### config.mk
export PLATFORM = sky130hd
export DESIGN_NAME = muldiv_sequencer
export DESIGN_NICKNAME = d
export VERILOG_FILES = /design/src/rtl/mdu_pkg.sv /design/src/rtl/div_iter_core.sv /design/src/rtl/muldiv_sequencer.sv
export SDC_FILE = /design/constraint.sdc
export NUM_CORES = 2
export LEC_CHECK = 0
export BUFFER_PORTS_ARGS = -buffer_cell sky130_fd_sc_hd__buf_2
export CAP_MARGIN = 20
export CORE_MARGIN = 2
export CORE_UTILIZATION = 65
export DETAILED_ROUTE_END_ITERATION = 16
export GPL_ROUTABILITY_DRIVEN = 0
export PLACE_DENSITY = 0.83
export SYNTH_ARGS = -nofsm -noshare
export SYNTH_HDL_FRONTEND = slang
export SYNTH_HIERARCHICAL = 1
export SYNTH_SLANG_ARGS = --single-unit
### constraint.sdc
create_clock -name clk -period 10.3 [get_ports clk]
set_input_delay 2.06 -clock clk [delete_from_list [all_inputs] [get_ports clk]]
set_output_delay 2.06 -clock clk [all_outputs]
set_load 0.02 [all_outputs]
### src/rtl/mdu_pkg.sv
// Shared encodings for the HI/LO multiply/divide sequencer: op codes,
// FSM state type, divider iteration count and a magnitude helper.
package mdu_pkg;

  localparam logic [1:0] OP_MULT  = 2'b00;
  localparam logic [1:0] OP_MULTU = 2'b01;
  localparam logic [1:0] OP_DIV   = 2'b10;
  localparam logic [1:0] OP_DIVU  = 2'b11;

  localparam int unsigned DIV_ITERS = 32;

  typedef enum logic [1:0] {
    ST_IDLE = 2'd0,
    ST_MUL  = 2'd1,
    ST_DIV  = 2'd2,
    ST_DONE = 2'd3
  } mdu_state_e;

  function automatic logic [31:0] magnitude(input logic [31:0] v, input logic is_signed);
    return (is_signed && v[31]) ? 32'(-v) : v;
  endfunction

endpackage

### src/rtl/div_iter_core.sv
// Unsigned restoring divider: one quotient bit per step, DIV_ITERS steps
// after a load. done flags the step that produces the final bit.
module div_iter_core
  import mdu_pkg::*;
(
  input  logic        clk,
  input  logic        rst,
  input  logic        load,
  input  logic        step,
  input  logic [31:0] dividend,
  input  logic [31:0] divisor,
  output logic [31:0] q,
  output logic [31:0] r,
  output logic        done
);

  localparam int unsigned ITER_W = $clog2(DIV_ITERS);

  logic [31:0]       rem_q;
  logic [31:0]       quo_q;
  logic [31:0]       dsr_q;
  logic [ITER_W-1:0] cnt_q;
  logic [32:0]       trial;
  logic [32:0]       diff;
  logic              fits;

  // trial < 2*divisor, so the sign bit of diff is a clean compare result
  always_comb begin
    trial = {rem_q, quo_q[31]};
    diff  = trial - {1'b0, dsr_q};
    fits  = ~diff[32];
  end

  always_ff @(posedge clk) begin
    if (rst) begin
      rem_q <= '0;
      quo_q <= '0;
      dsr_q <= '0;
      cnt_q <= '0;
    end else if (load) begin
      rem_q <= '0;
      quo_q <= dividend;
      dsr_q <= divisor;
      cnt_q <= '0;
    end else if (step) begin
      rem_q <= fits ? diff[31:0] : trial[31:0];
      quo_q <= {quo_q[30:0], fits};
      cnt_q <= cnt_q + 1'b1;
    end
  end

  assign q    = quo_q;
  assign r    = rem_q;
  assign done = step && (cnt_q == ITER_W'(DIV_ITERS - 1));

endmodule

### src/rtl/muldiv_sequencer.sv
// MULT/MULTU/DIV/DIVU sequencer feeding HI/LO: stalls EX while an op runs
// and issues a single-cycle 64-bit HI/LO write on completion.
//
//   state | meaning
//   IDLE  | waiting for start; accepts and latches operands
//   MUL   | registered multiplier pipeline filling
//   DIV   | divider iterating, one quotient bit per cycle
//   DONE  | result presented, hi_lo_we for this cycle only
module muldiv_sequencer
  import mdu_pkg::*;
#(
  parameter int unsigned MUL_CYCLES = 2
) (
  input  logic        clk,
  input  logic        rst,
  input  logic        start,
  input  logic [1:0]  op,
  input  logic [31:0] src_a,
  input  logic [31:0] src_b,
  input  logic        flush,
  output logic        stall,
  output logic [63:0] hi_lo_data,
  output logic        hi_lo_we,
  output logic        div_by_zero
);

  localparam int unsigned CNT_MAX = (MUL_CYCLES > DIV_ITERS) ? MUL_CYCLES : DIV_ITERS;
  localparam int unsigned CNT_W   = $clog2(CNT_MAX + 1);

  mdu_state_e       state_q, state_d;
  logic [CNT_W-1:0] cnt_q, cnt_d;
  logic [1:0]       op_q;
  logic [31:0]      a_q, b_q;
  logic             dz_q;
  logic [63:0]      hold_q;

  logic             accept;
  logic             div_load, div_step, div_done;
  logic [31:0]      div_q, div_r;
  logic [31:0]      div_q_fix, div_r_fix;
  logic             neg_q, neg_r;
  logic [63:0]      ext_a, ext_b, mul_prod, mul_result;
  logic [63:0]      result;

  assign accept   = (state_q == ST_IDLE) && start && !flush;
  assign div_load = accept && op[1];
  assign div_step = (state_q == ST_DIV) && !flush;

  always_ff @(posedge clk) begin
    if (rst) begin
      state_q <= ST_IDLE;
      cnt_q   <= '0;
    end else begin
      state_q <= state_d;
      cnt_q   <= cnt_d;
    end
  end

  always_comb begin
    state_d     = state_q;
    cnt_d       = cnt_q;
    stall       = 1'b0;
    hi_lo_we    = 1'b0;
    div_by_zero = 1'b0;
    if (flush) begin
      state_d = ST_IDLE;
      cnt_d   = '0;
    end else begin
      unique case (state_q)
        ST_IDLE: begin
          if (start) begin
            stall = 1'b1;
            cnt_d = '0;
            if (!op[1])            state_d = ST_MUL;
            else if (src_b == '0)  state_d = ST_DONE;
            else                   state_d = ST_DIV;
          end
        end
        ST_MUL: begin
          stall = 1'b1;
          if (cnt_q == CNT_W'(MUL_CYCLES - 1)) begin
            state_d = ST_DONE;
            cnt_d   = '0;
          end else begin
            cnt_d = cnt_q + 1'b1;
          end
        end
        ST_DIV: begin
          stall = 1'b1;
          if (div_done) begin
            state_d = ST_DONE;
            cnt_d   = '0;
          end else begin
            cnt_d = cnt_q + 1'b1;
          end
        end
        ST_DONE: begin
          // start here still belongs to the completing instruction
          hi_lo_we    = 1'b1;
          div_by_zero = dz_q;
          state_d     = ST_IDLE;
        end
        default: state_d = ST_IDLE;
      endcase
    end
  end

  always_ff @(posedge clk) begin
    if (rst) begin
      op_q <= OP_MULT;
      a_q  <= '0;
      b_q  <= '0;
      dz_q <= 1'b0;
    end else if (accept) begin
      op_q <= op;
      a_q  <= src_a;
      b_q  <= src_b;
      dz_q <= op[1] && (src_b == '0);
    end
  end

  div_iter_core u_div (
    .clk      (clk),
    .rst      (rst),
    .load     (div_load),
    .step     (div_step),
    .dividend (magnitude(src_a, op == OP_DIV)),
    .divisor  (magnitude(src_b, op == OP_DIV)),
    .q        (div_q),
    .r        (div_r),
    .done     (div_done)
  );

  always_comb begin
    ext_a    = (op_q == OP_MULT) ? {{32{a_q[31]}}, a_q} : {32'd0, a_q};
    ext_b    = (op_q == OP_MULT) ? {{32{b_q[31]}}, b_q} : {32'd0, b_q};
    mul_prod = ext_a * ext_b;
  end

  generate
    if (MUL_CYCLES > 1) begin : g_mul_pipe
      logic [63:0] pipe [MUL_CYCLES-1];
      always_ff @(posedge clk) begin
        if (rst) begin
          for (int i = 0; i < int'(MUL_CYCLES) - 1; i++) pipe[i] <= '0;
        end else begin
          pipe[0] <= mul_prod;
          for (int i = 1; i < int'(MUL_CYCLES) - 1; i++) pipe[i] <= pipe[i-1];
        end
      end
      assign mul_result = pipe[MUL_CYCLES-2];
    end else begin : g_mul_comb
      assign mul_result = mul_prod;
    end
  endgenerate

  // MIN_INT / -1 wraps naturally: magnitude 2^31 negated is 0x80000000
  always_comb begin
    neg_q     = (op_q == OP_DIV) && (a_q[31] ^ b_q[31]);
    neg_r     = (op_q == OP_DIV) && a_q[31];
    div_q_fix = neg_q ? 32'(-div_q) : div_q;
    div_r_fix = neg_r ? 32'(-div_r) : div_r;
    if (dz_q)          result = {a_q, 32'hFFFF_FFFF};
    else if (op_q[1])  result = {div_r_fix, div_q_fix};
    else               result = mul_result;
  end

  always_ff @(posedge clk) begin
    if (rst)                     hold_q <= '0;
    else if (state_q == ST_DONE) hold_q <= result;
  end

  assign hi_lo_data = (state_q == ST_DONE) ? result : hold_q;

endmodule

==> metrics.yaml <==
status: "complete, no violations"
start_util: 0.653
fmax_mhz: 102
yosysSeqAreaShare: 0.0951
antenna_found_initial: 5
p_leak_nw: 33.8
end_kind: "flop"
drc: 0
timing.rr.end: "g_mul_pipe.pipe[0][59]$_SDFF_PP0_"
rows: 115
grt_pass1_wl_um: 298000
first_global_vias: 53600
num_io_pins: 137
cts_tree: "yes"
fin_nets: 8949
final_cell_mix: "1,588 x inv_1, 1,431 x fa_1, 870 x nand2_1"
hpwlAfterDp_um: 152000
cts.path.max_buffers: 3
routed_wl_um: 190000
skew_ns: 0.0340
cp_max_fo: 25
fin_crit_ns: 9.84
utilization: 0.685
nFillCells: 7257
fp.dieW_um: 318
synthDistinctLibCells: 81
grt_util_all_layers: 0.384
hold_start: "b_q[21]$_SDFFE_PP0P_"
ys_async_sr_fraction: 0
synth_ff_type: "dfxtp_1"
max_stage_delay_ns: 0.93
drt_pass1_iterations: 6
clkLatencyLatePin_ns: 0.55
die-area_um2: 101000
drive_gt1_frac: 0.0502
numCtsBuffers: 34
syn_area_per_cell_um2: 8.90
hold_buffers: 0
path_clk_slew_ns: 0.06
crit_slowest_cell: "dfxtp_1"
timing.final.crit_share: 0.956
max-vdd-ir-drop_mv: 0.213
die_height_um: 318
hold_violations: 0
critical_path_class: "reg -> reg"
hold_class: "reg -> reg"
power.density_nw_per_um2: 72.0
worstMarginPinSlew_ns: 1.16
rsz0062_at_grt: "no"
via_per_inst: 5.99
grt_start_max_net_pins: 118
syn_nets: 9037
hold_path_depth: 2
core-area_um2: 98000
maxCapViolCount: 0
wire_per_inst_um: 22.6
htree_levels: 2
cts_sinks: 304
crit_required_ns: 10.77
hold_path_end: "b_q[21]$_SDFFE_PP0P_"
cp_common_cell: "fa_1"
yosys_warnings: 6
drt_iter0_drc: 5454
r2r_slack_ns: 0.46
start_kind: "flop"
root_buffer: "clkbuf_16"
finalSetupViolations: 0
ant_nets: 0
grt-ovfl-total: 0
post_cts_buffers: 0
fin_tns_setup_ns: 0
io_buffers: 136
slew_headroom: 0.223
r2r_start: "a_q[8]$_SDFFE_PP0P_"
final_common_cell: "inv_1"
worst_r2r_path_depth: 28
ys_seq_elements: 304
syn-cell-area_um2: 64000
synth-edff-count: 0
cp_data_arrival_time_ns: 10.31
post_cts_resized: 0
finalMaxSlewViolations: 0
syn_inst: 7189
num_vias: 50400
syn_to_final_growth_pct: 4.81
layout make-up:
type,instances,area [µm²],share of cell area
Tap cell,1287,1610,0.0240
Clock buffer,46,966,0.0144
Timing Repair Buffer,257,1700,0.0253
Clock inverter,15,230,0.00343
Multi-Input combinational cell,4914,50500,0.753
Antenna cell,1,2.50,0.0000373
Sequential cell,304,6090,0.0908
Inverter,1590,5970,0.0890
power breakdown:
group          leakage [nW]  switching (mW)  total, mW  internal [mW]
registers              2.47          0.0957       1.35           1.26
clock network         0.578           0.527       1.32          0.789
logic                  30.8            1.40       2.16          0.760
how the worst max path moves through the flow:
stage                          from                                 to  slack, ns  cells past startpoint
3_3_place_gp   a_q[12]$_SDFFE_PP0P_  g_mul_pipe.pipe[0][59]$_SDFF_PP0_       0.90                     26
3_5_place_dp   op_q[1]$_SDFFE_PP0P_  g_mul_pipe.pipe[0][62]$_SDFF_PP0_       0.67                     28
2_1_floorplan  op_q[1]$_SDFFE_PP0P_  g_mul_pipe.pipe[0][62]$_SDFF_PP0_       1.10                     28
4_1_cts        op_q[1]$_SDFFE_PP0P_  g_mul_pipe.pipe[0][62]$_SDFF_PP0_       0.66                     28
6_report        a_q[8]$_SDFFE_PP0P_  g_mul_pipe.pipe[0][59]$_SDFF_PP0_       0.46                     28
5_1_grt        op_q[1]$_SDFFE_PP0P_  g_mul_pipe.pipe[0][62]$_SDFF_PP0_       0.29                     28
Yosys cell counts, drive strengths merged, types with 38 or more instances:
cell / instances / area share
nand2: 870 / 0.051
and2: 519 / 0.051
clkbuf: 346 / 0.020
and3: 46 / 0.0045
ha: 347 / 0.068
xnor2: 145 / 0.020
nor2b: 93 / 0.0091
dfxtp: 304 / 0.095
a31oi: 54 / 0.0057
mux2i: 79 / 0.012
a21oi: 319 / 0.025
a21o: 63 / 0.0074
o21ai: 110 / 0.0088
fa: 1431 / 0.45
nand3: 41 / 0.0032
xor2: 107 / 0.015
a211oi: 38 / 0.0045
inv: 1590 / 0.093
nor2: 348 / 0.021
nor3: 48 / 0.0039
sequential cells by signal, summed over array words and instances (netlist names):
name,count
hold_q,64
g_mul_pipe.pipe,64
b_q,32
op_q,2
u_div/dsr_q,32
dz_q,1
cnt_q,6
u_div/q,32
u_div/cnt_q,5
a_q,32
state_q,2
u_div/r,32
kinds of logic after synthesis:
logic type | count (synthesis) | share of synthesized area
AO/OA/AOI/OAI | 726 | 0.0699
XOR/XNOR | 252 | 0.0347
adder cells (fa/ha/maj) | 1779 | 0.516
buffers and inverters | 1971 | 0.116
flip-flops | 304 | 0.0951
multiplexers | 86 | 0.0136
AND/OR/NAND/NOR | 2071 | 0.155
metrics by stage:
stage	power [mW]	setup WS [ns]	hold WS (ns)	cells	instance area, µm²
after floorplan	2.76	1.10	0.460	7189	64000
after global placement	3.39	0.896	0.449	8349	65800
after detailed placement	3.45	0.670	0.453	8349	65800
after CTS	4.76	0.661	0.461	8410	67000
after global routing	5.05	0.288	0.479	8413	67100
final	4.83	0.458	0.461	8414	67100
critical path, delay by kind of cell (launching register included):
kind                       cells  cell delay, ns
DFF                            1            0.93
adders and majority gates     11            5.32
AOI/OAI and AO/OA              2            0.79
and+or+nand+nor                8            1.91
buffers and inverters          7            0.80
routing by layer:
| metal | global-route usage | share of wire |
|---|---|---|
| met3 | 0.0641 | 0.10 |
| met2 | 0.605 | 0.46 |
| met1 | 0.481 | 0.35 |
| met5 | 0 | 0.00035 |
| met4 | 0.285 | 0.091 |
(Power assumes the default switching activity.)
